===== src/rtl/touch_pad_debounce.sv =====
// Touch-pad conditioner: per-pad 2-flop sync, stable-time debounce,
// debounced level plus press/release/long-press strobes.
`timescale 1ns/1ps
module touch_pad_debounce #(
  parameter int PADS            = 2,
  parameter int DEBOUNCE_CYCLES = 48000,
  parameter int LONG_CYCLES     = 48000000
) (
  input  logic            clk,
  input  logic            rst_n,
  input  logic [PADS-1:0] pad_n,
  output logic [PADS-1:0] pressed,
  output logic [PADS-1:0] press_pulse,
  output logic [PADS-1:0] release_pulse,
  output logic [PADS-1:0] long_pulse
);

  localparam int CW =
    (LONG_CYCLES > 2) ? $clog2(LONG_CYCLES) : 1;
  localparam logic [CW-1:0] DB_LAST =
    CW'(DEBOUNCE_CYCLES - 1);
  localparam logic [CW-1:0] LONG_LAST =
    CW'(LONG_CYCLES - 1);
  localparam logic [CW-1:0] CNT_MAX = '1;

  typedef enum logic [1:0] {
    IDLE,
    PRESS_WAIT,
    HELD,
    REL_WAIT
  } state_t;

  logic [PADS-1:0] r_meta;
  logic [PADS-1:0] r_sync;

  // Pads idle high through the pull-ups, so reset to released.
  always_ff @(posedge clk or negedge rst_n) begin
    if (!rst_n) begin
      r_meta <= '1;
      r_sync <= '1;
    end else begin
      r_meta <= pad_n;
      r_sync <= r_meta;
    end
  end

  for (genvar g = 0; g < PADS; g++) begin : g_pad
    state_t        r_state;
    state_t        w_state_nx;
    logic [CW-1:0] r_cnt;
    logic [CW-1:0] w_cnt_nx;
    logic [CW-1:0] w_cnt_inc;
    logic          r_long_seen;
    logic          w_long_seen_nx;
    logic          w_sync;
    logic          w_press;
    logic          w_release;
    logic          w_long;
    logic          w_pressed_nx;
    logic          r_pressed;
    logic          r_press;
    logic          r_release;
    logic          r_long;

    assign w_sync = r_sync[g];
    assign w_cnt_inc =
      (r_cnt == CNT_MAX) ? r_cnt : r_cnt + 1'b1;
    assign w_pressed_nx =
      (w_state_nx == HELD) ||
      (w_state_nx == REL_WAIT);

    always_ff @(posedge clk or negedge rst_n) begin
      if (!rst_n) begin
        r_state     <= IDLE;
        r_cnt       <= '0;
        r_long_seen <= 1'b0;
        r_pressed   <= 1'b0;
        r_press     <= 1'b0;
        r_release   <= 1'b0;
        r_long      <= 1'b0;
      end else begin
        r_state     <= w_state_nx;
        r_cnt       <= w_cnt_nx;
        r_long_seen <= w_long_seen_nx;
        r_pressed   <= w_pressed_nx;
        r_press     <= w_press;
        r_release   <= w_release;
        r_long      <= w_long;
      end
    end

    // Raw sync level is checked before the count so a glitch
    // landing on the accept edge still restarts the wait.
    always_comb begin
      w_state_nx     = r_state;
      w_cnt_nx       = r_cnt;
      w_long_seen_nx = r_long_seen;
      w_press        = 1'b0;
      w_release      = 1'b0;
      w_long         = 1'b0;
      unique case (r_state)
        IDLE: begin
          if (!w_sync) begin
            w_state_nx = PRESS_WAIT;
            w_cnt_nx   = '0;
          end
        end
        PRESS_WAIT: begin
          if (w_sync) begin
            w_state_nx = IDLE;
          end else if (r_cnt == DB_LAST) begin
            w_state_nx = HELD;
            w_cnt_nx   = '0;
            w_press    = 1'b1;
          end else begin
            w_cnt_nx = w_cnt_inc;
          end
        end
        HELD: begin
          if (w_sync) begin
            w_state_nx = REL_WAIT;
            w_cnt_nx   = '0;
          end else if (!r_long_seen &&
                       r_cnt == LONG_LAST) begin
            w_long_seen_nx = 1'b1;
            w_long         = 1'b1;
          end else begin
            w_cnt_nx = w_cnt_inc;
          end
        end
        REL_WAIT: begin
          if (!w_sync) begin
            w_state_nx = HELD;
            w_cnt_nx   = '0;
          end else if (r_cnt == DB_LAST) begin
            w_state_nx     = IDLE;
            w_cnt_nx       = '0;
            w_long_seen_nx = 1'b0;
            w_release      = 1'b1;
          end else begin
            w_cnt_nx = w_cnt_inc;
          end
        end
        default: begin
          w_state_nx = IDLE;
          w_cnt_nx   = '0;
        end
      endcase
    end

    assign pressed[g]       = r_pressed;
    assign press_pulse[g]   = r_press;
    assign release_pulse[g] = r_release;
    assign long_pulse[g]    = r_long;
  end

endmodule


===== config.mk =====
export PLATFORM = sky130hd
export DESIGN_NAME = touch_pad_debounce
export DESIGN_NICKNAME = d
export VERILOG_FILES = /design/src/rtl/touch_pad_debounce.sv
export SDC_FILE = /design/constraint.sdc
export NUM_CORES = 1
export LEC_CHECK = 0
export BUFFER_PORTS_ARGS = -buffer_cell sky130_fd_sc_hd__buf_4
export CAP_MARGIN = 5
export CORE_MARGIN = 3
export CORE_UTILIZATION = 50
export CTS_BUF_LIST = sky130_fd_sc_hd__clkbuf_16
export CTS_CLUSTER_SIZE = 10
export DETAILED_ROUTE_END_ITERATION = 8
export HOLD_SLACK_MARGIN = 0.06
export PLACE_DENSITY = 0.66
export SLEW_MARGIN = 25
export SYNTH_ARGS = -nofsm -noshare
export SYNTH_HDL_FRONTEND = slang
export SYNTH_SLANG_ARGS = --single-unit
export TNS_END_PERCENT = 100

===== constraint.sdc =====
create_clock -name clk -period 6.4 [get_ports clk]
set_input_delay 0.32 -clock clk [delete_from_list [all_inputs] [get_ports clk]]
set_output_delay 0.32 -clock clk [all_outputs]
set_load 0.03 [all_outputs]

======== Yosys cells after proc, flatten, opt, wreduce, memory -nomap -nowiden ========
Cells that the tools add are included.
operators by class
  $add $sub $neg .......................... 2
  equal/unequal tests ..................... 30
  muxes and demuxes ....................... 56
  reduce and logical (&&, ||, !) cells .... 14
operator list
  cell                                                    number
  two-way mux 26 bit                                      14
  one-hot mux 26 bit (4 select lines)                     2
  equality test 26 bit (second input constant)            4
  adder 26 x 1 -> 26 bit (second input constant)          2
  equality test 26 x 16 -> 1 bit (second input constant)  2
  two-way mux 1 bit                                       24
  two-way mux 2 bit                                       12
  inequality test 2 bit (second input constant)           12
  equality test 2 bit (second input constant)             8
  one-hot mux 2 bit (4 select lines)                      2
  AND reduction 5 bit                                     2
  inequality test 3 bit (second input constant)           2
  AND reduction 3 bit                                     2
  equality test 2 x 1 -> 1 bit (second input constant)    2
  logical NOT 2 bit                                       2
  one-hot mux 1 bit (2 select lines)                      2
  nonzero test 2 bit                                      2
  logical AND 1 bit                                       2
  logical NOT 1 bit                                       2
  logical OR 1 bit                                        2
word-level totals
  flip-flop bits (word level) ............. 70
  input port bits ......................... 4
  output and inout port bits .............. 8

======== Longest topological paths before layout ========
Gate-level depths: netlist of the first run.
  depth in word-level cells ............... 6
  mapped depth ............................ 10
  depth with buffers taken out ............ 7

======== Least setup slack after synthesis of the first run ========
OpenSTA, ideal clock, no wires.
  path kind ............................... register -> register
  start ................................... reg g_pad[0].r_cnt[16]
  end ..................................... reg g_pad[0].r_cnt[5]
  library setup time ...................... 0.125 ns
  data arrival time ....................... 2.271 ns
  required time ........................... 6.275 ns
  path slack .............................. 4.004 ns
  cell stages (with the launch flop) ...... 8
  buffers on the path ..................... 1
  clock period less this slack ............ 2.396 ns
  path through ............................ dfrtp_1 or4b_1 or3_4 nor4_4 o21a_1 buf_4 nor2_1 mux2_2
on the way
  longest elaborated chain between the ends .. 5
  elaborated cells on any way between the ends .. 13
RTL lines
  what                                          line           text
  from (decl)                                   50             logic [CW-1:0] r_cnt;
  from (signal assigned)                        83             r_cnt <= w_cnt_nx;
  equality test 26 bit                          67             (r_cnt == CNT_MAX) ? r_cnt : r_cnt + 1'b1;
  two-way mux 26 bit                            67
  two-way mux 26 bit, on equally long branches  111, 135, 123
  two-way mux 26 bit, on equally long branches  132, 109, 120
  one-hot mux 26 bit (4 select lines)           101            unique case (r_state)
Several ways; a longest one is shown, not always the timed one. The select of a mux whose other input is x is not followed.
A chain may end at the register's enable or synchronous reset.

======== Worst setup path after layout of the first run ========
Same ends and word-level chain as after synthesis.

==> results of run 1 <==
[per-layer routing]
layer | global-route usage | vias to the layer above | routed length, um
li1 | - | 1514 | -
met2 | 0.298 | 101 | 3740
met5 | 0 | - | 0
met4 | 0.0758 | 0 | 138
met3 | 0.0386 | 11 | 492
met1 | 0.305 | 1520 | 4210
[how the worst max path moves through the flow]
stage                            start           endpoint  slack [ns]  cells after the start
global route        g_pad[0].r_cnt[16]  g_pad[0].r_cnt[5]        3.14                      6
floorplan           g_pad[0].r_cnt[16]  g_pad[0].r_cnt[5]        4.00                      7
global placement    g_pad[0].r_cnt[16]  g_pad[0].r_cnt[5]        3.32                      6
detailed placement  g_pad[0].r_cnt[16]  g_pad[0].r_cnt[5]        3.29                      6
CTS                 g_pad[0].r_cnt[16]  g_pad[0].r_cnt[5]        3.28                      6
finish              g_pad[0].r_cnt[16]  g_pad[0].r_cnt[5]        3.31                      6
[cells by family (layout without fill, tap and decap cells)]
| family | after synthesis | after routing | share of synthesized area |
|---|---|---|---|
| AO/OA/AOI/OAI | 48 | 48 | 0.0846 |
| XOR/XNOR | 39 | 39 | 0.0892 |
| adder cells (fa/ha/maj) | 2 | 2 | 0.00653 |
| buffers and inverters | 37 | 40 | 0.0474 |
| flip-flops | 69 | 69 | 0.452 |
| multiplexers | 3 | 3 | 0.00816 |
| AND/OR/NAND/NOR | 226 | 226 | 0.312 |
[area by class of cell]
| class | count | area, um^2 |
|---|---|---|
| clock buffers | 9 | 225 |
| inverters | 11 | 41.3 |
| multi-input cells | 318 | 1940 |
| fillers | 639 | 3140 |
| flip-flops and latches | 69 | 1730 |
| well taps | 99 | 124 |
| repair buffers | 13 | 101 |
| clock inverters | 7 | 33.8 |
[per-stage QoR]
stage / hold slack, ns / worst slack, ns
6_report: 0.103 / 3.31
5_1_grt: 0.0954 / 3.14
4_1_cts: 0.0945 / 3.28
3_5_place_dp: 0.352 / 3.29
3_3_place_gp: 0.351 / 3.32
2_1_floorplan: 0.0244 / 4.00
[power breakdown]
part	internal (mW)	switching [mW]	total (mW)
Combinational	0.0229	0.0372	0.0601
Sequential	0.453	0.0188	0.472
Clock	0.256	0.180	0.436
[flip-flops by register name, indices dropped and copies added (netlist names)]
register and flops:
g_pad.r_release 2, g_pad.r_state 4, g_pad.r_long_seen 2, r_meta 2, g_pad.r_long 2, g_pad.r_cnt 52, g_pad.r_press 2, r_sync 2
g_pad.r_pressed 1
[synth_stat cells (3+ instances only)]
master / n
nor3_1: 33
nand3_1: 25
o21ai_0: 7
nor2_1: 52
or2_2: 3
inv_1: 11
nor4b_1: 3
nand2_1: 35
buf_4: 9
nor2b_1: 4
nand4_1: 13
xnor2_1: 39
and3_1: 7
a211oi_1: 8
dfrtp_1: 65
a21oi_1: 11
nor3b_1: 3
nand2b_1: 6
or4_1: 3
or3_1: 6
clkbuf_1: 10
a2111oi_0: 4
a31oi_1: 4
buf_2: 7
and4_1: 5
dfstp_2: 4
nor4_1: 17
[critical path, stage by stage, from the launching register on]
cell and delay (ns):
dfrtp_1 0.41, or4b_1 0.57, or3_4 0.44, nor4_4 0.39, o21a_1 0.80, nor2_1 0.07, mux2_2 0.29
==> out/results.tsv, run 1 <==
stage	metric	value	unit
run	cap_violations	0	
worst_hold_path	min_to	r_meta[1]	
clock_tree	clockBufferDepth	2	
timing	hold_viol	0	
worst_hold_path	worstHoldPathType	input port to flip-flop	
layout	area_growth	9.50	%
timing	rsz0062_at_grt	no	
route	wl_per_cell	16.3	um
worst_hold_path	holdPathStages	1	
synthesis	ys.flop_type	dfrtp_1	
timing	period_needed	3.09	ns
floorplanning	coreArea	7330	um^2
clock_tree	h-tree-depth	3	
timing	maxSlewViolCount	0	
layout	drive_above_1_share	0.0913	
worst_setup_path	path_max_fanout	26	
timing	fin_crit_sh	0.483	
route	firstDrtPassIters	5	
placed_design	place_area	3920	um^2
status	outcome	complete, no violations	
synthesis	ys_types	49	
floorplanning	rows	31	
worst_setup_path	r2r_start	g_pad[0].r_cnt[16]	
timing	relSlewSlack	0.285	
synthesis	synth.yosys.warnings	0	
timing	setup_viol_count_final	0	
floorplanning	die_area	8750	um^2
synthesis	synth_top_area_frac	0.425	
layout	diodes	0	
worst_setup_path	cp.arrival	3.30	ns
synthesis	yosysSeqAreaShare	0.452	
worst_setup_path	start_kind	flip-flop	
synthesis	synthesis.nets	430	
synthesis	synth_top_cell_by_area	dfrtp_1	
route	finalWirelength	8.58	mm
synthesis	synth_area_leaders	dfrtp_1, xnor2_1, nor2_1	
placed_design	placed_cells	509	
timing	fin_skew	0.00520	ns
worst_setup_path	ff2ff_path_depth	6	
clock_tree	clk_pin_slew_worst_paths	0.05	ns
placed_design	io_buffers	11	
clock_tree	clock_latency	0.33	ns
floorplanning	die_h	93.5	um
timing	timing.setup.tns	0	ns
route	antenna_left	0	
clock_tree	cts_tree	yes	
synthesis	syn_inst	424	
grt	grt_max_degree	70	
route	dr.first_iter.drc_count	198	
floorplanning	initial_utilization	0.523	
worst_setup_path	criticalPathCategory	flip-flop to flip-flop	
timing	tightest_slew	1.06	ns
grt	grt_overflow_total	0	
power	total_power	0.968	mW
floorplanning	fp.dieW	93.5	um
clock_tree	root_buffer	clkbuf_16	
worst_setup_path	r2r_slack	3.31	ns
clock_tree	post_cts_resized	0	
route	vias	3146	
clock_tree	post-cts-setup-buffers	0	
grt	grt_first_pass_wirelength	14.3	mm
worst_setup_path	cp.required	6.61	ns
clock_tree	cts_buffers	9	
clock_tree	cts.sinks	69	
layout	finalNetCount	428	
layout	fin_area	4200	um^2
route	via_per_inst	5.98	
floorplanning	ios	12	
clock_tree	cts_hold_buf	0	
grt	grt_usage	0.206	
grt	grt_pass1_vias	2876	
synthesis	ys_ff_latch	69	
placed_design	place_congestion	0.888	
power	p_leak	1.61	nW
layout	post-route-util	0.572	
synthesis	synth_edf_count	0	
layout	final_common_cell	dfrtp_1	
power	power_density	231	nW/um^2
route	drc_errors	0	
synthesis	async_reset_ff_frac	1.00	
synthesis	synth_area	3830	um^2
worst_hold_path	hold_path.startpoint	pad_n[1]	
worst_setup_path	r2r_end	g_pad[0].r_cnt[5]	
timing	max_freq	324	MHz
placed_design	dp_hpwl	5.62	mm
layout	instances_no_fill	526	
grt	antenna_found_initial	0	
synthesis	postSynthAreaPerCell	9.04	um^2
worst_setup_path	cp-end-kind	flip-flop	
power	peakVddDrop	0.148	mV
layout	final_cell_mix	dfrtp_1, nor2_1, xnor2_1	
No activity file was read; power rests on OpenSTA's default activity.
==> run 2: changes to the inputs <==
- clock period: 6.4 -> 3.15 ns (I/O delays scaled with it)
==> run 2 against run 1 <==
First-iteration DRC count rose by 2.5%. Non-clock buffer count increased by 11. Core utilization up 2.5 points. Wire length down 0.78%. Register-to-register slack lost 2.9 ns. Sequential cell count unchanged. Power rose by 140%.
==> out/results.tsv, run 2 (synthesis gave the netlist of run 1 again) <==
stage	metric	value	unit
status	outcome	complete, no violations	
grt	grt_pass1_vias	3033	
clock_tree	root_buffer	clkbuf_16	
layout	diodes	0	
floorplanning	fp.dieW	93.5	um
worst_hold_path	holdPathStages	0	
clock_tree	clock_latency	0.33	ns
timing	maxSlewViolCount	0	
worst_setup_path	start_kind	flip-flop	
clock_tree	cts.sinks	69	
worst_setup_path	cp.depth	7	
placed_design	pre_cts_slack	0.452	ns
timing	setup_slack	0.450	ns
timing	fin_crit_sh	0.857	
route	wl_per_cell	15.9	um
layout	finalNetCount	439	
placed_design	dp_hpwl	5.84	mm
floorplanning	die_area	8750	um^2
grt	grt_usage	0.214	
worst_setup_path	cp.arrival	2.90	ns
clock_tree	cts_buffers	9	
power	p_leak	1.71	nW
grt	grt_overflow_total	0	
worst_setup_path	r2r_slack	0.45	ns
timing	relSlewSlack	0.423	
placed_design	io_buffers	11	
route	drc_errors	0	
grt	antenna_found_initial	0	
worst_setup_path	crit_path_frequent_cell	nand2b_1	
layout	final_common_cell	dfrtp_1	
floorplanning	die_h	93.5	um
worst_setup_path	path_cells	or4b_1 -> nand2b_1 -> nor4_1 -> nand2b_1 -> o211a_1 -> buf_4 -> a211oi_1	
timing	period_needed	2.70	ns
timing	hold_viol	0	
route	via_per_inst	5.82	
placed_design	place_congestion	0.884	
worst_setup_path	max_stage_delay	0.55	ns
layout	area_growth	14.3	%
worst_setup_path	cp.required	3.35	ns
floorplanning	ios	12	
route	vias	3128	
clock_tree	clk_pin_slew_worst_paths	0.06	ns
route	dr.first_iter.drc_count	203	
route	antenna_left	0	
layout	final_cell_mix	dfrtp_1, nor2_1, xnor2_1	
layout	drive_above_1_share	0.110	
timing	tightest_slew	0.866	ns
worst_setup_path	cp-end-kind	flip-flop	
timing	timing.setup.tns	0	ns
worst_setup_path	slowest_stage	or4b_1	
timing	setup_viol_count_final	0	
grt	grt_max_degree	70	
run	cap_violations	0	
placed_design	placed_cells	518	
worst_setup_path	crit_family	simple AND/OR/NAND/NOR gates	
worst_setup_path	crit_buf_inv	1	
power	peakVddDrop	0.301	mV
layout	largest_register_ffs	52	
grt	grt_first_pass_wirelength	14.7	mm
clock_tree	clockBufferDepth	2	
floorplanning	coreArea	7330	um^2
floorplanning	initial_utilization	0.523	
timing	fin_skew	0.00672	ns
layout	instances_no_fill	537	
worst_setup_path	ff2ff_path_depth	7	
route	finalWirelength	8.52	mm
clock_tree	h-tree-depth	3	
layout	regMostFlops	g_pad.r_cnt	
timing	max_freq	370	MHz
route	firstDrtPassIters	6	
clock_tree	post_cts_resized	0	
layout	fillers	631	
layout	reg.largest.list	g_pad.r_cnt: 52 flops, g_pad.r_state: 4 flops	
power	power_density	528	nW/um^2
clock_tree	cts_tree	yes	
floorplanning	rows	31	
worst_hold_path	worstHoldPathType	flip-flop to flip-flop	
timing	rsz0062_at_grt	no	
worst_setup_path	path_max_fanout	15	
worst_setup_path	criticalPathCategory	flip-flop to flip-flop	
-- run 2: changes by cell type in the layout (fill, tap and decap cells not counted), moves of 2 or more --
| cell | change |
|---|---|
| bufinv_16 | +4 |
| clkinv_2 | -2 |
| buf_4 | +9 |
| dlygate4sd3_1 | +3 |
-- run 2: final cells by class --
| cell class | count | area (um^2) | area share |
|---|---|---|---|
| inverters | 11 | 41.3 | 0.00943 |
| well taps | 99 | 124 | 0.0283 |
| clock inverters | 7 | 138 | 0.0314 |
| repair buffers | 24 | 188 | 0.0429 |
| multi-input cells | 318 | 1930 | 0.441 |
| clock buffers | 9 | 225 | 0.0514 |
| flip-flops and latches | 69 | 1730 | 0.395 |
-- run 2: power breakdown --
part | internal (mW) | switching, mW | total (mW)
Clock | 0.850 | 0.381 | 1.23
Sequential | 0.921 | 0.0393 | 0.960
Combinational | 0.0502 | 0.0725 | 0.123
-- run 2: worst register-to-register path, cell delays in order, from the launching register on --
cell and delay [ns]:
dfrtp_1 0.42, or4b_1 0.55, nand2b_1 0.18, nor4_1 0.46
nand2b_1 0.20, o211a_1 0.38, buf_4 0.29, a211oi_1 0.08
-- run 2: timing repair --
action	4_1_cts	5_1_grt
hold buffers	3	0
buffers inserted	0	0
hold endpoints to repair	67	0
-- run 2: worst paths after layout --
kind / from / to
hold / removal: r_meta[0] / r_sync[0]
setup reg to reg: g_pad[1].r_cnt[16] / g_pad[1].r_cnt[24]
hold reg to reg: r_meta[0] / r_sync[0]
max in group asynchronous: rst_n / g_pad[0].r_cnt[24]
min in group asynchronous: rst_n / g_pad[0].r_long
setup / recovery: g_pad[1].r_cnt[16] / g_pad[1].r_cnt[24]
-- run 2: through the flow --
step,util,power (mW),hold WS [ns],cell area (um^2)
detailed placement,0.544,1.10,0.267,3990
finish,0.597,2.31,0.363,4380
global route,0.597,2.40,0.366,4380
CTS,0.597,2.33,0.365,4380
global placement,0.544,1.09,0.266,3990
floorplan,-,1.05,-0.138,3830
-- run 2: metal layers --
| layer | part of all wire | track usage | vias up |
|---|---|---|---|
| met2 | 0.45 | 0.321 | 84 |
| met5 | 0 | 0 | - |
| met1 | 0.47 | 0.309 | 1501 |
| li1 | - | - | 1536 |
| met3 | 0.071 | 0.0507 | 7 |
| met4 | 0.0096 | 0.0626 | 0 |
